==> src/rtl/rr_reg_arbiter.sv <==
// Round-robin arbiter feeding one registered valid/ready pipeline stage.
// One requester is granted per cycle; its data appears on out_data one cycle
// later and the stage sustains one beat per cycle while out_ready is high.
// Optional feature macro ARB_LOCK_EN: adds in_last/out_last and a two-state
// burst-lock FSM that keeps the grant on one requester until its last beat.
module rr_reg_arbiter #(
    parameter int unsigned N  = 4,
    parameter int unsigned DW = 32,
    localparam int unsigned IW = $clog2(N)
) (
    input  logic            clk,
    input  logic            reset,
    input  logic [N-1:0]    in_valid,
    input  logic [N*DW-1:0] in_data,
    output logic [N-1:0]    in_ready,
    output logic            out_valid,
    output logic [DW-1:0]   out_data,
    input  logic            out_ready,
    output logic [IW-1:0]   out_id
`ifdef ARB_LOCK_EN
    ,
    input  logic [N-1:0]    in_last,
    output logic            out_last
`endif
);

    logic            r_out_valid;
    logic [DW-1:0]   r_out_data;
    logic [IW-1:0]   r_out_id;
    logic [IW-1:0]   r_ptr;
    logic [IW-1:0]   w_ptr_next;

    logic            w_accept;
    logic            w_xfer;
    logic            w_any;
    logic [N-1:0]    w_req;
    logic [N-1:0]    w_req_hi;
    logic [N-1:0]    w_win;
    logic [IW-1:0]   w_hi_id;
    logic [IW-1:0]   w_lo_id;
    logic [IW-1:0]   w_win_id;
    logic [IW-1:0]   w_win_inc;
    logic [DW-1:0]   w_win_data;

`ifdef ARB_LOCK_EN
    typedef enum logic [0:0] {StArb, StLock} state_e;

    state_e          r_state;
    state_e          w_state_next;
    logic [IW-1:0]   r_lock_id;
    logic [IW-1:0]   w_lock_id_next;
    logic            r_out_last;
    logic            w_win_last;
`endif

    // Stage can take a new beat when empty or draining; nothing moves in reset.
    always_comb begin
        w_accept = ~reset & (~r_out_valid | out_ready);
    end

    // Eligible requests: all of in_valid, or only the locked requester.
    always_comb begin
        w_req = in_valid;
`ifdef ARB_LOCK_EN
        if (r_state == StLock) begin
            for (int i = 0; i < N; i++) begin
                w_req[i] = in_valid[i] & (r_lock_id == IW'(i));
            end
        end
`endif
    end

    // Rotating priority: lowest request at or above ptr wins, else lowest overall.
    always_comb begin
        w_req_hi = '0;
        w_hi_id  = '0;
        w_lo_id  = '0;
        for (int i = 0; i < N; i++) begin
            w_req_hi[i] = w_req[i] & (IW'(i) >= r_ptr);
        end
        for (int i = N - 1; i >= 0; i--) begin
            if (w_req_hi[i]) w_hi_id = IW'(i);
            if (w_req[i])    w_lo_id = IW'(i);
        end
        w_any     = |w_req;
        w_win_id  = (|w_req_hi) ? w_hi_id : w_lo_id;
        w_win_inc = (w_win_id == IW'(N - 1)) ? '0 : w_win_id + IW'(1);
    end

    // One-hot grant and the winner's data slice.
    always_comb begin
        w_win      = '0;
        w_win_data = '0;
        for (int i = 0; i < N; i++) begin
            if (w_any && (w_win_id == IW'(i))) begin
                w_win[i]   = 1'b1;
                w_win_data = in_data[i*DW +: DW];
            end
        end
        w_xfer   = w_accept & w_any;
        in_ready = w_accept ? w_win : '0;
    end

`ifdef ARB_LOCK_EN
    // Burst lock: a non-last beat locks the winner; ptr only moves on a last beat.
    always_comb begin
        w_win_last     = in_last[w_win_id];
        w_state_next   = r_state;
        w_lock_id_next = r_lock_id;
        w_ptr_next     = r_ptr;
        if (w_xfer) begin
            if (!w_win_last) begin
                w_state_next   = StLock;
                w_lock_id_next = w_win_id;
            end else begin
                w_state_next = StArb;
                w_ptr_next   = w_win_inc;
            end
        end
    end

    // Lock FSM state and locked requester index.
    always_ff @(posedge clk or posedge reset) begin
        if (reset) begin
            r_state   <= StArb;
            r_lock_id <= '0;
        end else begin
            r_state   <= w_state_next;
            r_lock_id <= w_lock_id_next;
        end
    end
`else
    // Pointer moves past the winner on every transfer.
    always_comb begin
        w_ptr_next = w_xfer ? w_win_inc : r_ptr;
    end
`endif

    // Round-robin pointer register.
    always_ff @(posedge clk or posedge reset) begin
        if (reset) begin
            r_ptr <= '0;
        end else begin
            r_ptr <= w_ptr_next;
        end
    end

    // Output stage: load on transfer, empty on idle accept, hold while stalled.
    always_ff @(posedge clk or posedge reset) begin
        if (reset) begin
            r_out_valid <= 1'b0;
            r_out_data  <= '0;
            r_out_id    <= '0;
`ifdef ARB_LOCK_EN
            r_out_last  <= 1'b0;
`endif
        end else if (w_accept) begin
            if (w_any) begin
                r_out_valid <= 1'b1;
                r_out_data  <= w_win_data;
                r_out_id    <= w_win_id;
`ifdef ARB_LOCK_EN
                r_out_last  <= w_win_last;
`endif
            end else begin
                r_out_valid <= 1'b0;
            end
        end
    end

    assign out_valid = r_out_valid;
    assign out_data  = r_out_data;
    assign out_id    = r_out_id;
`ifdef ARB_LOCK_EN
    assign out_last  = r_out_last;
`endif

endmodule

==> config.mk <==
export PLATFORM = sky130hd
export DESIGN_NAME = rr_reg_arbiter
export DESIGN_NICKNAME = d
export VERILOG_FILES = /design/src/rtl/rr_reg_arbiter.sv
export SDC_FILE = /design/constraint.sdc
export NUM_CORES = 1
export LEC_CHECK = 0
export BUFFER_PORTS_ARGS = -buffer_cell sky130_fd_sc_hd__buf_2
export CAP_MARGIN = 20
export CORE_AREA = 2 2 102 104
export DETAILED_ROUTE_END_ITERATION = 8
export DIE_AREA = 0 0 104 106
export GPL_ROUTABILITY_DRIVEN = 0
export GPL_TIMING_DRIVEN = 0
export SETUP_SLACK_MARGIN = 0.4
export SLEW_MARGIN = 5
export SYNTH_ARGS = -nofsm -noshare
export SYNTH_HDL_FRONTEND = slang
export SYNTH_SLANG_ARGS = --single-unit
export TNS_END_PERCENT = 100
==> constraint.sdc <==
create_clock -name clk -period 2.19 [get_ports clk]
set_input_delay 0.1095 -clock clk [delete_from_list [all_inputs] [get_ports clk]]
set_output_delay 0.1095 -clock clk [all_outputs]
set_load 0.01 [all_outputs]
==> flow_summary.json <==
{
  "endpoint_kind": "register",
  "grt_pass1_vias": 3133,
  "worst_pin_slew_ns": 0.773,
  "postLayoutSetupSlackWorst_ns": -0.233,
  "io_pins": 174,
  "dp_hpwl_mm": 7.36,
  "rsz0062_at_grt": "yes",
  "synthesis.area_mm2": 0.00291,
  "setup_violations": 35,
  "maxCapViolations": 0,
  "wire_per_inst_um": 16.5,
  "drc": 0,
  "p_leak_nw": 2.41,
  "path_clk_slew_ns": 0.07,
  "dr.pass1.iters": 4,
  "seqCellArea_um2": 926,
  "wl_mm": 10.3,
  "cp.arrival_ns": 2.59,
  "status": "finished, violations left",
  "final_nets": 628,
  "routed_via_density": 4.91,
  "final_cells": 626,
  "vias": 3075,
  "hold_buffers": 0,
  "grt_max_degree": 38,
  "clockBufferDepth": 2,
  "ys_ff_latch": 37,
  "core_area_mm2": 0.0100,
  "holdWs_ns": -0.00762,
  "violations": "negative hold slack, negative setup slack",
  "grt-ovfl-total": 0,
  "relSlewSlack_pct": 48.4,
  "die_y_um": 106,
  "synthCells": 293,
  "hold_class": "input port to asynchronous set/reset pin",
  "dieArea_mm2": 0.0110,
  "cts_buffers": 5,
  "worstPathMaxFanout": 7,
  "hold_viol_final": 17,
  "slew_viol_final": 0,
  "slowest_stage": "dfrtp_1",
  "ant_nets": 0,
  "yosysWarningCount": 0,
  "fmax_ghz": 0.413,
  "path_class": "register to register",
  "vdd_drop_max_mv": 0.488,
  "dr.first_iter.drc_count": 103,
  "fin_setup_tns_ns": -6.49,
  "track_usage_pct": 17.4,
  "drive_above_1_share_pct": 66.7,
  "cp_cell_sequence": "a21oi_1 > o32a_1 > ha_2 > buf_6 > or2_4 > buf_12 > clkbuf_16 > a221oi_2 > a221oi_1 > mux2_2",
  "antenna_found_initial": 0,
  "cts_max_level": 2,
  "die_x_um": 104,
  "area_growth_pct": 68.3,
  "ys_seq_area_share_pct": 31.8,
  "clkSinkCount": 37,
  "finClkSkew_ns": 0.00324,
  "required_ns": 2.36,
  "root_buffer": "clkbuf_8",
  "cp-start-kind": "register",
  "initial_utilization_pct": 29.1,
  "syn_area_per_cell_um2": 9.94,
  "cts_tree": "done",
  "multi_input_area_mm2": 0.00211,
  "syn_nets": 432,
  "fin_util_pct": 49.0,
  "grt_pass1_wl_mm": 15.4,
  "slowest_delay_ns": 0.43,
  "powerDensity_mw_per_mm2": 1390,
  "fin_crit_sh_pct": 111,
  "numPortBuffers": 173,
  "rows": 37,
  "dp.cells": 602,
  "clk_latency_ns": 0.28,
  "nFillCells": 970,
  "fin_crit_ns": 2.42,
  "antenna_cells": 0,
  "yosysUniqueCellTypes": 28
}
## synth_stat cells, drive strengths merged
library cell	count	area, um2
nor2	32	120
o22ai	1	6.26
buf	25	169
and2	4	25.0
nand2	1	3.75
ha	4	50.1
nor4	1	12.5
a21oi	3	15.0
o32a	1	10.0
or2	1	6.26
clkbuf	5	18.8
nor3b	3	22.5
mux2	34	390
mux2i	1	10.0
o21ai	3	15.0
a31o	1	8.76
and2b	2	15.0
inv	37	139
nand2b	1	6.26
dfrtp	37	926
a211oi	1	12.5
nor2b	33	206
a221oi	62	724
## path summary, 6_finish.rpt
check | from | cells after the start | to | slack (ns)
max | r_ptr[1] | 10 | out_data[26] | -0.23
min | reset | 2 | out_valid | -0.008
max reg2reg | r_ptr[1] | 10 | out_data[26] | -0.23
min reg2reg | out_data[19] | 1 | out_data[19] | 0.50
max in group asynchronous | reset | 2 | out_data[26] | 1.70
min in group clk | reset | 2 | out_valid | 0.08
## logic make-up after synthesis
| kind of cell | count (synthesis) | synth area share (%) |
|---|---|---|
| and+or+nand+nor | 78 | 14.3 |
| muxes | 35 | 13.7 |
| buffers and inverters | 67 | 11.2 |
| adders and majority gates | 4 | 1.72 |
| AOI/OAI and AO/OA | 72 | 27.2 |
| DFF | 37 | 31.8 |
## registers in the layout, indices dropped and copies added (netlist names)
name,cells
out_id,2
out_data,32
r_ptr,2
out_valid,1
## worst max-delay path, delay by kind of cell (launching register included)
kind | cells | cell delay [ns]
AND/OR/NAND/NOR | 1 | 0.23
AO/OA/AOI/OAI | 4 | 0.73
flip-flops | 1 | 0.43
buffers and inverters | 3 | 0.44
multiplexers | 1 | 0.28
adder cells (fa/ha/maj) | 1 | 0.20
## cell type report
type                            count  area share (%)
Timing Repair Buffer              189            22.3
Buffer                             30            7.78
Tap cell                          136            3.47
Sequential cell                    37            18.9
Clock buffer                        6            1.48
Clock inverter                      2           0.204
Inverter                           37            2.88
Multi-Input combinational cell    189            43.0
## layout by cell type, fill, tap and decap left out, drive strengths merged
master	instances
a211oi	1
a21oi	3
a221oi	62
a31o	1
and2	4
and2b	2
buf	211
clkbuf	14
clkinv	2
dfrtp	37
ha	4
inv	37
mux2	34
mux2i	1
nand2	1
nand2b	1
nor2	32
nor2b	33
nor3b	3
nor4	1
o21ai	3
o22ai	1
o32a	1
or2	1
## metrics by stage
| step | hold WS, ns | total power [mW] | area (um2) | worst slack (ns) |
|---|---|---|---|---|
| after floorplan | 0.221 | 3.59 | 2940 | 0.0157 |
| after global placement | 0.359 | 4.58 | 3980 | -0.316 |
| after detailed placement | 0.328 | 4.64 | 3980 | -0.357 |
| after CTS | 0.0166 | 5.89 | 4430 | -0.158 |
| after global routing | 0.0525 | 7.29 | 4900 | -0.285 |
| final | -0.00762 | 6.82 | 4900 | -0.233 |
## power breakdown
| group | internal, mW | switching (mW) | total (mW) |
|---|---|---|---|
| logic | 2.77 | 2.39 | 5.16 |
| clock network | 0.221 | 0.236 | 0.456 |
| registers | 1.02 | 0.184 | 1.21 |
| total | 4.01 | 2.81 | 6.82 |
## routing by layer
| layer | up-vias | routed length, um | GRT usage (%) |
|---|---|---|---|
| met3 | 6 | 522 | 3.31 |
| met4 | 0 | 76 | 3.47 |
| li1 | 1461 | - | - |
| met2 | 110 | 5240 | 30.7 |
| met1 | 1498 | 4490 | 22.3 |
| met5 | - | 0 | 0 |
## what timing repair did
| item | CTS | global route |
|---|---|---|
| endpoints found under the setup margin | 36 | 36 |
| pin swaps | 9 | 3 |
| setup buffers | 9 | 2 |
| gates cloned | 2 | 3 |
| gates resized for setup | 62 | 57 |
Note: power is estimated with default switching activity, not from simulation.
